### src/rtl/xnor_match_lock_pkg.sv
// Shared definitions for the XNOR match-lock stage and the sync stages downstream of it.
package xnor_match_lock_pkg;

    typedef enum logic {
        HUNT   = 1'b0,
        LOCKED = 1'b1
    } state_e;

    localparam int DEF_LOCK_COUNT = 8;
    localparam int DEF_MISS_LIMIT = 3;
    localparam int DEF_CNT_W      = 4;

endpackage

### src/rtl/xnor_match_lock_run_counter.sv
// Clearable, enabled run counter that saturates at LIMIT.
// hit_o flags that the next increment reaches LIMIT.
module xnor_match_lock_run_counter #(
    parameter int W     = 4,
    parameter int LIMIT = 8
) (
    input  logic         clk_i,
    input  logic         rst_n_i,
    input  logic         clear_i,
    input  logic         inc_i,
    output logic [W-1:0] cnt_o,
    output logic         hit_o
);

    localparam logic [W-1:0] LIM_W   = W'(LIMIT);
    localparam logic [W:0]   LIM_W1  = (W+1)'(LIMIT);

    logic [W-1:0] cnt_q, cnt_d;

    assign hit_o = (({1'b0, cnt_q} + 1'b1) == LIM_W1);
    assign cnt_o = cnt_q;

    always_comb begin
        cnt_d = cnt_q;
        if (clear_i) begin
            cnt_d = '0;
        end else if (inc_i && (cnt_q != LIM_W)) begin
            cnt_d = cnt_q + 1'b1;
        end
    end

    always_ff @(posedge clk_i or negedge rst_n_i) begin
        if (!rst_n_i) begin
            cnt_q <= '0;
        end else begin
            cnt_q <= cnt_d;
        end
    end

endmodule

### src/rtl/xnor_match_lock.sv
// Lock detector behind the XNOR equality gate: declares lock after a run of
// matches and drops it after a run of misses, with one-cycle event pulses.
//
// state  | meaning
// HUNT   | counting consecutive matches toward LOCK_COUNT
// LOCKED | lock held; counting consecutive misses toward MISS_LIMIT
module xnor_match_lock
    import xnor_match_lock_pkg::*;
#(
    parameter int LOCK_COUNT = DEF_LOCK_COUNT,
    parameter int MISS_LIMIT = DEF_MISS_LIMIT,
    parameter int CNT_W      = DEF_CNT_W
) (
    input  logic             clk_i,
    input  logic             rst_n_i,
    input  logic             in_valid_i,
    input  logic             eq_i,
    input  logic             clear_i,
    output logic             locked_o,
    output logic             lock_pulse_o,
    output logic             loss_pulse_o,
    output logic [CNT_W-1:0] match_cnt_o,
    output logic [CNT_W-1:0] miss_cnt_o
);

    if (LOCK_COUNT < 1 || LOCK_COUNT > (2**CNT_W) - 1) begin : g_bad_lock_count
        $error("xnor_match_lock: LOCK_COUNT out of range 1..2^CNT_W-1");
    end
    if (MISS_LIMIT < 1 || MISS_LIMIT > (2**CNT_W) - 1) begin : g_bad_miss_limit
        $error("xnor_match_lock: MISS_LIMIT out of range 1..2^CNT_W-1");
    end

    state_e state_q, state_d;
    logic   lock_pulse_q, lock_pulse_d;
    logic   loss_pulse_q, loss_pulse_d;
    logic   match_clr, match_inc, match_hit;
    logic   miss_clr, miss_inc, miss_hit;

    xnor_match_lock_run_counter #(
        .W     (CNT_W),
        .LIMIT (LOCK_COUNT)
    ) u_match_cnt (
        .clk_i   (clk_i),
        .rst_n_i (rst_n_i),
        .clear_i (match_clr),
        .inc_i   (match_inc),
        .cnt_o   (match_cnt_o),
        .hit_o   (match_hit)
    );

    xnor_match_lock_run_counter #(
        .W     (CNT_W),
        .LIMIT (MISS_LIMIT)
    ) u_miss_cnt (
        .clk_i   (clk_i),
        .rst_n_i (rst_n_i),
        .clear_i (miss_clr),
        .inc_i   (miss_inc),
        .cnt_o   (miss_cnt_o),
        .hit_o   (miss_hit)
    );

    always_comb begin
        state_d      = state_q;
        lock_pulse_d = 1'b0;
        loss_pulse_d = 1'b0;
        match_clr    = 1'b0;
        match_inc    = 1'b0;
        miss_clr     = 1'b0;
        miss_inc     = 1'b0;

        if (clear_i) begin
            state_d   = HUNT;
            match_clr = 1'b1;
            miss_clr  = 1'b1;
        end else if (in_valid_i) begin
            unique case (state_q)
                HUNT: begin
                    if (eq_i) begin
                        // the counter lands exactly on LOCK_COUNT on the locking sample
                        match_inc = 1'b1;
                        if (match_hit) begin
                            state_d      = LOCKED;
                            lock_pulse_d = 1'b1;
                            miss_clr     = 1'b1;
                        end
                    end else begin
                        match_clr = 1'b1;
                    end
                end
                LOCKED: begin
                    if (eq_i) begin
                        miss_clr = 1'b1;
                    end else if (miss_hit) begin
                        state_d      = HUNT;
                        loss_pulse_d = 1'b1;
                        match_clr    = 1'b1;
                        miss_clr     = 1'b1;
                    end else begin
                        miss_inc = 1'b1;
                    end
                end
                default: state_d = HUNT;
            endcase
        end
    end

    always_ff @(posedge clk_i or negedge rst_n_i) begin
        if (!rst_n_i) begin
            state_q      <= HUNT;
            lock_pulse_q <= 1'b0;
            loss_pulse_q <= 1'b0;
        end else begin
            state_q      <= state_d;
            lock_pulse_q <= lock_pulse_d;
            loss_pulse_q <= loss_pulse_d;
        end
    end

    assign locked_o     = (state_q == LOCKED);
    assign lock_pulse_o = lock_pulse_q;
    assign loss_pulse_o = loss_pulse_q;

endmodule
### config.mk
export PLATFORM = sky130hd
export DESIGN_NAME = xnor_match_lock
export DESIGN_NICKNAME = d
export VERILOG_FILES = /design/src/rtl/xnor_match_lock_pkg.sv /design/src/rtl/xnor_match_lock_run_counter.sv /design/src/rtl/xnor_match_lock.sv
export SDC_FILE = /design/constraint.sdc
export NUM_CORES = 1
export LEC_CHECK = 0
export BUFFER_PORTS_ARGS = -buffer_cell sky130_fd_sc_hd__buf_2
export CAP_MARGIN = 30
export CORE_MARGIN = 5
export CORE_UTILIZATION = 45
export CTS_BUF_LIST = sky130_fd_sc_hd__clkbuf_4 sky130_fd_sc_hd__clkbuf_8 sky130_fd_sc_hd__clkbuf_16
export DETAILED_ROUTE_END_ITERATION = 7
export PLACE_DENSITY_LB_ADDON = 0.12
export SYNTH_ARGS = -nofsm -noshare
export SYNTH_HDL_FRONTEND = slang
export SYNTH_SLANG_ARGS = --single-unit
### constraint.sdc
create_clock -name clk_i -period 1.9 [get_ports clk_i]
set_clock_uncertainty 0.05 [all_clocks]
set_input_delay 0.38 -clock clk_i [delete_from_list [all_inputs] [get_ports clk_i]]
set_output_delay 0.38 -clock clk_i [all_outputs]
set_load 0.02 [all_outputs]
=== Yosys cells after proc, flatten, opt, wreduce, memory -nomap -nowiden ===
Cells that the tools add are included.

* Add/sub/neg operators: 4
* Eq/ne operators: 4
* Multiplexer cells: 35
* Bitwise gates (word level): 1
* Reductions and logical operators: 5

{| class="wikitable"
|+ Operator list
! cell !! number
|-
| 2-to-1 mux 1 bit || 28
|-
| 2-to-1 mux 4 bit || 4
|-
| adder 4 x 1 -> 5 bit, second input constant || 2
|-
| adder 4 x 1 -> 4 bit, second input constant || 2
|-
| case mux 1 bit (2 select lines) || 3
|-
| nonzero test 2 bit || 3
|-
| == test 5 x 2 -> 1 bit, second input constant || 1
|-
| == test 5 x 4 -> 1 bit, second input constant || 1
|-
| inequality test 4 x 2 -> 1 bit, second input constant || 1
|-
| inequality test 4 bit, second input constant || 1
|-
| logical AND 1 bit || 2
|-
| inverter 1 bit || 1
|}

* Bits in registers: 11
* Bits of input ports: 5
* Word-level logic and storage cells: 54

=== Logic depth before layout (Yosys ltp) ===
Gate-level depths: netlist of run 1.

* Depth after elaboration: 10
* Depth in mapped cells: 6

=== Hierarchy ===
A second synthesis of run 1 with hierarchy kept.

* Cell total of the unflattened synthesis: 69
* Area total of the unflattened synthesis: 665.6 µm²

{| class="wikitable"
|+ By module, submodules not included
! module !! instances !! cells each !! area each (µm²) !! seq. area each (µm²)
|-
| xnor_match_lock_run_counter (u_miss_cnt) || 1 || 27 || 252.7 || 100.1
|-
| xnor_match_lock_run_counter (u_match_cnt) || 1 || 25 || 241.5 || 100.1
|-
| xnor_match_lock || 1 || 17 || 171.4 || 75.1
|}

=== Worst setup path after synthesis of run 1 ===
No wires, ideal clock.

* Kind: register to register
* From: reg u_miss_cnt.cnt_q[1], in the netlist u_miss_cnt.cnt_o[1]
* To: reg u_match_cnt.cnt_q[2], in the netlist u_match_cnt.cnt_o[2]
* Setup time: 0.080 ns
* Data arrival time: 1.588 ns
* Data required time: 1.770 ns
* Path slack: 0.182 ns
* Cell stages (with the launch flop): 7
* Period minus slack after synthesis: 1.718 ns
* Cells stage by stage: dfrtp_1 -> ha_1 -> nor2_1 -> a21oi_4 -> o21ai_1 -> a31o_1 -> nor3_2

* Cells in the longest elaborated chain, start to end: 8
* Elaborated cells between the ends (all ways): 9

{| class="wikitable"
|+ Ends and longest elaborated chain
! item !! RTL line !! RTL
|-
| start, declared || xnor_match_lock_run_counter.sv:18 || <nowiki>logic [W-1:0] cnt_q, cnt_d;</nowiki>
|-
| start signal, assigned || xnor_match_lock_run_counter.sv:36 || <nowiki>cnt_q <= cnt_d;</nowiki>
|-
| adder 4 x 1 -> 5 bit * || xnor_match_lock_run_counter.sv:20 || <nowiki>assign hit_o = (({1'b0, cnt_q} + 1'b1) == LIM_W1);</nowiki>
|-
| == test 5 x 2 -> 1 bit * || xnor_match_lock_run_counter.sv:20 ||
|-
| 2-to-1 mux 1 bit * || xnor_match_lock.sv:94 || <nowiki>end else if (miss_hit) begin</nowiki>
|-
| 2-to-1 mux 1 bit * || xnor_match_lock.sv:92 || <nowiki>if (eq_i) begin</nowiki>
|-
| case mux 1 bit (2 select lines) * || xnor_match_lock.sv:77 || <nowiki>unique case (state_q)</nowiki>
|-
| 2-to-1 mux 1 bit * || xnor_match_lock.sv:76 || <nowiki>end else if (in_valid_i) begin</nowiki>
|-
| 2-to-1 mux 1 bit * || xnor_match_lock.sv:72 || <nowiki>if (clear_i) begin</nowiki>
|-
| 2-to-1 mux 4 bit / nonzero test 2 bit (equally long branches) || -- ||
|-
| end signal, assigned || xnor_match_lock_run_counter.sv:36 ||
|-
| end, declared || xnor_match_lock_run_counter.sv:18 ||
|}

Every way passes the cells marked *; elsewhere a longest branch is shown, timed or not.
A chain may end at the register's enable or synchronous reset.

=== Final worst setup path of run 1 ===
* From: reg u_miss_cnt.cnt_q[0], in the netlist u_miss_cnt.cnt_o[0]
* To: reg u_miss_cnt.cnt_q[3], in the netlist u_miss_cnt.cnt_o[3]

* Cells in the longest elaborated chain, start to end: 9
* Elaborated cells between the ends (all ways): 18

{| class="wikitable"
|+ Ends and longest elaborated chain
! item !! RTL line !! RTL
|-
| adder 4 x 1 -> 5 bit || xnor_match_lock_run_counter.sv:20 ||
|-
| == test 5 x 2 -> 1 bit || xnor_match_lock_run_counter.sv:20 ||
|-
| 2-to-1 mux 1 bit || xnor_match_lock.sv:94 ||
|-
| 2-to-1 mux 1 bit || xnor_match_lock.sv:92 ||
|-
| 2-to-1 mux 1 bit || xnor_match_lock.sv:77 ||
|-
| 2-to-1 mux 1 bit || xnor_match_lock.sv:76 ||
|-
| 2-to-1 mux 1 bit || xnor_match_lock.sv:72 ||
|-
| logical AND 1 bit || xnor_match_lock_run_counter.sv:27 || <nowiki>end else if (inc_i && (cnt_q != LIM_W)) begin</nowiki>
|-
| nonzero test 2 bit (no source line) || -- ||
|}

Several ways; a longest one is shown, not always the timed one. The select of a mux whose other input is x is not followed.

==> reports/qor.csv, run 1 <==
metric,value,unit
syn_inst,74,
critPathLaunchType,flip-flop,
antennaDiodeCount,0,
cts_tree,built,
worst_setup_path_end_kind,flip-flop,
cts_made_buffers,3,
final_common_cell,buf_2,
seqCellArea,275,um^2
hold_violations,0,
grt_pass1_wl,2.45,mm
synth_edf_count,0,
grt_pass1_vias,544,
gp_congestion,0.756,
path_class,reg -> reg,
cts_max_level,1,
clock_sinks,11,
tns,0,ns
nets,105,
power_switching_share,21.2,%
synth-main-ff-cell,dfrtp_1,
finalPower,435,uW
vias_per_cell,5.17,
synthArstFlopShare,100,%
setup_viol,0,
drtAntennaViolNets,0,
drc,0,
path_max_fanout,5,
design.core.area,1560,um^2
worst_hold_path_type,in -> reg,
worstPathArrival,1.82,ns
fin_ws,0.159,ns
layout-area-overhead-vs-synth,17.2,%
max_slew_margin,81.3,%
ys_seq_elements,11,
die_h,51.2,um
p_seq_share,54.4,%
irDropWorstVdd,0.468,mV
syn_area,763,um^2
p_per_area,486,nW/um^2
place_ws,0.162,ns
first_iter_violations,4,
grt_overflow_total,0,
drt_first_pass_iters,2,
internal-power,343,uW
final_cell_mix,"buf_2, dfrtp_1, inv_1, nor2_1, ha_1",
yosysSeqAreaShare,36.1,%
multi_input_area,450,um^2
antenna_found_initial,0,
maxCapViolations,0,
switching_power,92.3,uW
clockBufferDepth,2,
avgRoutedWirePerCell,12.8,um
required,1.98,ns
rsz0062_at_grt,no,
fin_util,57.4,%
synth_cell_types,33,
status,finished clean,
cts.clk_slew.worst_paths,0.07,ns
rows,14,
stdcell_area,895,um^2
p_comb_share,7.8,%
finalCriticalPeriod,1.74,ns
vias,569,
die_area,2620,um^2
dp_hpwl,1.10,mm
pwr-share-clk,37.9,%
syn-num-nets,84,
ctsResizeCount,0,
ioPinCount,16,
insertion_delay,0.26,ns
globalRouteTotalUtil,12.4,%
die_x,51.2,um
drive_above_1_share,31.9,%
dpl_cell_area,855,um^2
grt_max_degree,12,
initial_utilization,49.0,%
fillers,139,
slew_viol_final,0,
fmax,575,MHz
wl,1.41,mm
cts-root-buf,clkbuf_4,
io_buffers,15,
p_leak,0.392,nW
avgSynthCellArea,10.3,um^2
ys_warn_count,0,
period_share,91.6,%
worstMarginPinSlew,0.280,ns
==> sequential cells by signal (all words and copies together) (netlist names) <==
signal,cells
loss_pulse_o,1
u_match_cnt.cnt_o,4
locked_o,1
u_miss_cnt.cnt_o,4
lock_pulse_o,1
==> routing by layer <==
metal	global-route usage [%]	wire, um	share of wire [%]	vias up
li1	-	-	-	297
met1	17.1	735	52	263
met2	18.7	621	44	9
met3	5.23	54	3.8	0
met4	1.35	0	0	0
met5	0	0	0	-
==> area by class of cell <==
| class | instances | share of cell area (%) |
|---|---|---|
| clock buffer | 4 | 3.36 |
| timing repair buffer | 17 | 10.3 |
| sequential | 11 | 30.8 |
| inverter | 7 | 2.94 |
| multi-input combinational | 55 | 50.3 |
| tap | 16 | 2.24 |
==> worst max-delay path, cell delays in order (launching register included) <==
cell      delay, ns
dfrtp_1        0.45
ha_1           0.32
nor2_1         0.21
a21oi_4        0.06
nand3b_1       0.18
a21oi_2        0.27
nor3_1         0.09
==> logic make-up (layout without fill, tap and decap cells) <==
logic type | Yosys count | after routing | synth area share, %
AND/OR/NAND/NOR | 30 | 30 | 25.9
AO/OA/AOI/OAI | 15 | 15 | 19.0
flip-flops | 11 | 11 | 36.1
buffers and inverters | 8 | 28 | 4.92
adder cells (fa/ha/maj) | 5 | 5 | 8.20
XOR/XNOR | 4 | 4 | 4.59
multiplexers | 1 | 1 | 1.31
==> stage by stage <==
step | hold WS (ns) | instances
CTS | 0.343 | 110
detailed placement | 0.209 | 105
global placement | 0.214 | 105
finish | 0.353 | 110
floorplan | 0.0344 | 74
global route | 0.358 | 110
==> cells in the mapped netlist, types with 2 or more instances <==
library cell | number | share of area [%]
nor3_2 | 2 | 2.6
inv_1 | 7 | 3.4
nor3_1 | 3 | 2.0
xor2_1 | 2 | 2.3
nand3_1 | 2 | 1.3
nand2_1 | 3 | 1.5
nand2b_1 | 3 | 2.5
xnor2_1 | 2 | 2.3
nor2_1 | 7 | 3.4
ha_1 | 5 | 8.2
dfrtp_1 | 11 | 36
o21ai_1 | 2 | 1.3
nand3b_1 | 3 | 3.0
a21oi_2 | 2 | 2.3
a21oi_1 | 2 | 1.3
==> repair_timing <==
item / in CTS / in global routing
endpoints found under the hold margin: 11 / 0
buffers inserted: 0 / 0
hold buffers: 1 / 0
==> final timing paths <==
| kind | from | end | slack [ns] | cells after the start |
|---|---|---|---|---|
| worst min register to register | u_match_cnt.cnt_o[1]$_DFFE_PN0P_ | u_match_cnt.cnt_o[1]$_DFFE_PN0P_ | 0.59 | 2 |
| worst min-delay path | clear_i | locked_o$_DFFE_PN0P_ | 0.35 | 2 |
| min in group asynchronous | rst_n_i | u_match_cnt.cnt_o[2]$_DFFE_PN0P_ | 0.46 | 2 |
| max in group asynchronous | rst_n_i | u_match_cnt.cnt_o[3]$_DFFE_PN0P_ | 1.13 | 2 |
| worst max-delay path | u_miss_cnt.cnt_o[0]$_DFFE_PN0P_ | u_miss_cnt.cnt_o[3]$_DFFE_PN0P_ | 0.16 | 6 |
| worst max register to register | u_miss_cnt.cnt_o[0]$_DFFE_PN0P_ | u_miss_cnt.cnt_o[3]$_DFFE_PN0P_ | 0.16 | 6 |
==> power by group through the flow <==
stage / logic [mW] / registers [mW] / clock network (mW)
global placement: 0.0328 / 0.241 / 0
CTS: 0.0345 / 0.237 / 0.173
floorplan: 0.0175 / 0.242 / 0
detailed placement: 0.0328 / 0.241 / 0
global route: 0.0381 / 0.237 / 0.188
finish: 0.0338 / 0.237 / 0.165
Note: power is estimated with default switching activity, not from simulation.
==> run 2: changes to the inputs <==
Settings changed: SYNTH_HIERARCHICAL set to 1.
==> run 2 against run 1 <==
Largest cell class unchanged. Clock-buffer cell count did not move. Design area down 3.2%. Via count grew 1.1%. Critical path depth up 1. Sequential power about the same. Register-to-register slack got worse by 0.13 ns. Global-route usage shrank 0.72 points. Fmax is 6.9% lower. Synthesized area decreased by 13%. Combinational power up 3%.
==> reports/qor.csv, run 2 <==
metric,value,unit,change
antennaDiodeCount,0,,unchanged
yosys-top-cells-area,"dfrtp_1, ha_1, nor2_1",,
reg2reg_from,u_miss_cnt/cnt_o[1]$_DFFE_PN0P_,,
nets,104,,-0.95%
grt_max_degree,12,,unchanged
vias_per_cell,5.28,,+2.0%
path_class,reg -> reg,,
tns,0,ns,unchanged
worstMarginPinSlew,0.258,ns,-0.0220 ns
ys_seq_elements,11,,unchanged
clockBufferDepth,2,,unchanged
synthArstFlopShare,100,%,unchanged
irDropWorstVdd,0.366,mV,-22%
grt_pass1_wl,2.22,mm,-9.3%
synth_compound_area_share,13.2,%,-5.9 points
reg2reg_to,u_miss_cnt/cnt_o[1]$_DFFE_PN0P_,,
synth_most_common_cell,dfrtp_1,,
hold_violations,0,,unchanged
synth_top_cells_by_count,"dfrtp_1, nor2_1, nand2_1, inv_1",,
fmax,535,MHz,-6.9%
critPathLaunchType,flip-flop,,
antenna_found_initial,0,,unchanged
dp_hpwl,1.03,mm,-6.0%
drc,0,,unchanged
syn-num-nets,78,,-7.1%
insertion_delay,0.27,ns,about the same
maxCapViolations,0,,unchanged
gp_congestion,0.790,,+4.5%
initial_utilization,49.3,%,+0.35 points
vias,575,,+1.1%
io_buffers,15,,unchanged
synth-simple-area-share,25.4,%,-0.53 points
slew_viol_final,0,,unchanged
reg2reg_setup_slack,0.03,ns,-0.13 ns
p_per_area,518,nW/um^2,+6.4%
p_leak,0.420,nW,+7.1%
synth_cell_types,30,,-9.1%
setup_viol,0,,unchanged
min_from,eq_i,,
yosysSeqAreaShare,41.4,%,+5.3 points
whs_endpoint,loss_pulse_o$_DFF_PN0_,,
max_slew_margin,82.8,%,+1.4 points
synth_fa_ha_area_share,7.52,%,-0.68 points
cts_max_level,1,,unchanged
die_x,48.5,um,-5.3%
die_area,2350,um^2,-10%
dpl_cell_area,810,um^2,-5.3%
worst_hold_path_type,in -> reg,,
grt_overflow_total,0,,unchanged
min_path_cells,2,,unchanged
finalCriticalPeriod,1.87,ns,+0.129 ns
muxShareOfSynthArea,7.14,%,+5.8 points
cts_made_buffers,3,,unchanged
die_h,48.5,um,-5.3%
syn_area,666,um^2,-13%
drt_first_pass_iters,4,,+2
avgRoutedWirePerCell,12.9,um,+0.85%
wl,1.41,mm,about the same
design.core.area,1350,um^2,-13%
reg2regPathDepth,7,,+1
grt_pass1_vias,504,,-7.4%
layout-area-overhead-vs-synth,30.1,%,
worst_setup_path_end_kind,flip-flop,,
stdcell_area,866,um^2,-3.2%
drtAntennaViolNets,0,,unchanged
syn_inst,69,,-6.8%
synth_xor_area_share,2.63,%,-2.0 points
status,finished clean,,
cts.clk_slew.worst_paths,0.08,ns,about the same
cts_tree,built,,
synth-main-ff-cell,dfrtp_1,,
drive_above_1_share,36.2,%,+4.3 points
synth_top_cell_area_share,41.4,%,+5.3 points
cts-root-buf,clkbuf_4,,
synth_edf_count,0,,unchanged
clock_sinks,11,,unchanged
ys_warn_count,6,,+6
synth_top_area_cell,dfrtp_1,,
worstPathArrival,1.98,ns,+0.16 ns
final_cell_mix,"buf_2, dfrtp_1, nor2_1",,
required,2.01,ns,+0.03 ns
first_iter_violations,6,,+2
period_share,98.4,%,+6.8 points
globalRouteTotalUtil,11.7,%,-0.72 points
final_common_cell,buf_2,,
ioPinCount,16,,unchanged
avgSynthCellArea,9.65,um^2,-6.5%
rows,13,,-1
synth_top_family_by_area,simple AND/OR/NAND/NOR gates,,
path_max_fanout,5,,unchanged
## run 2: cell count changes in the layout (fill, tap and decap cells not counted), sizes merged, moves of 2 or more
cell / delta
nor3: -4
buf: +4
mux2: +3
nand4bb: -2
nor2: +2
nand3b: -2
inv: -2
o21ai: -4
xnor2: -2
nand2: +4
## run 2: layout make-up
type	count	area [um^2]
repair buffers	21	123
well taps	15	18.8
inverters	5	18.8
fillers	119	484
flip-flops and latches	11	278
clock buffers	4	30.0
multi-input cells	53	398
## run 2: what timing repair did
action / 4_1_cts / 5_1_grt
setup buffers: 0 / 1
hold buffers: 1 / 0
resized for setup: 0 / 1
endpoints found under the setup margin: 2 / 4
endpoints found under the hold margin: 11 / 0
pin swaps: 1 / 0
## run 2: stage by stage
stage               util (%)  setup slack (ns)  power, mW  hold slack, ns  std cells
floorplan                  -           -0.0719      0.257          0.0344         69
finish                  64.1            0.0302      0.448           0.294        109
detailed placement      60.0           -0.0176      0.273           0.217        103
CTS                     62.9            0.0342      0.456           0.288        108
global route            64.1           -0.0307      0.473           0.286        109
global placement        60.0            0.0520      0.272           0.214        103
## run 2: cell families after synthesis
kind of cell | count (synthesis)
DFF | 11
AOI/OAI and AO/OA | 12
adders and majority gates | 4
and+or+nand+nor | 31
muxes | 4
xor gates and xnor gates | 2
buffers and inverters | 5
## run 2: how the worst max path moves through the flow
stage | startpoint | endpoint | slack (ns) | cells after the start
final | u_miss_cnt/cnt_o[1]$_DFFE_PN0P_ | u_miss_cnt/cnt_o[1]$_DFFE_PN0P_ | 0.03 | 7
after global routing | u_miss_cnt/cnt_o[1]$_DFFE_PN0P_ | u_miss_cnt/cnt_o[1]$_DFFE_PN0P_ | -0.03 | 7
after floorplan | u_miss_cnt/cnt_o[1]$_DFFE_PN0P_ | u_miss_cnt/cnt_o[0]$_DFFE_PN0P_ | -0.07 | 7
after global placement | u_miss_cnt/cnt_o[0]$_DFFE_PN0P_ | u_miss_cnt/cnt_o[1]$_DFFE_PN0P_ | 0.05 | 7
after CTS | u_miss_cnt/cnt_o[1]$_DFFE_PN0P_ | u_miss_cnt/cnt_o[1]$_DFFE_PN0P_ | 0.03 | 7
after detailed placement | u_miss_cnt/cnt_o[1]$_DFFE_PN0P_ | u_miss_cnt/cnt_o[1]$_DFFE_PN0P_ | -0.02 | 7
## run 2: worst max-delay path, stage by stage (launching register included)
cell	delay (ns)
dfrtp_2	0.43
ha_4	0.19
nand2_1	0.06
a21oi_1	0.04
o211a_1	0.26
nor3_2	0.15
a21boi_2	0.22
mux2_2	0.35
## run 2: where the power goes
part / switching (mW) / internal (mW) / leakage, nW / total, mW
Combinational: 0.0205 / 0.0142 / 0.252 / 0.0347
Sequential: 0.00152 / 0.235 / 0.150 / 0.236
Clock: 0.0815 / 0.0954 / 0.0184 / 0.177
Total: 0.104 / 0.345 / 0.420 / 0.448
## run 2: metal layers
layer | GRT usage (%) | wire (um) | vias to the layer above | part of all wire, %
li1 | - | - | 295 | -
met1 | 17.1 | 740 | 268 | 52
met2 | 15.9 | 602 | 10 | 43
met3 | 1.83 | 56 | 2 | 4.0
met4 | 6.73 | 10 | 0 | 0.71
met5 | 0 | 0 | - | 0
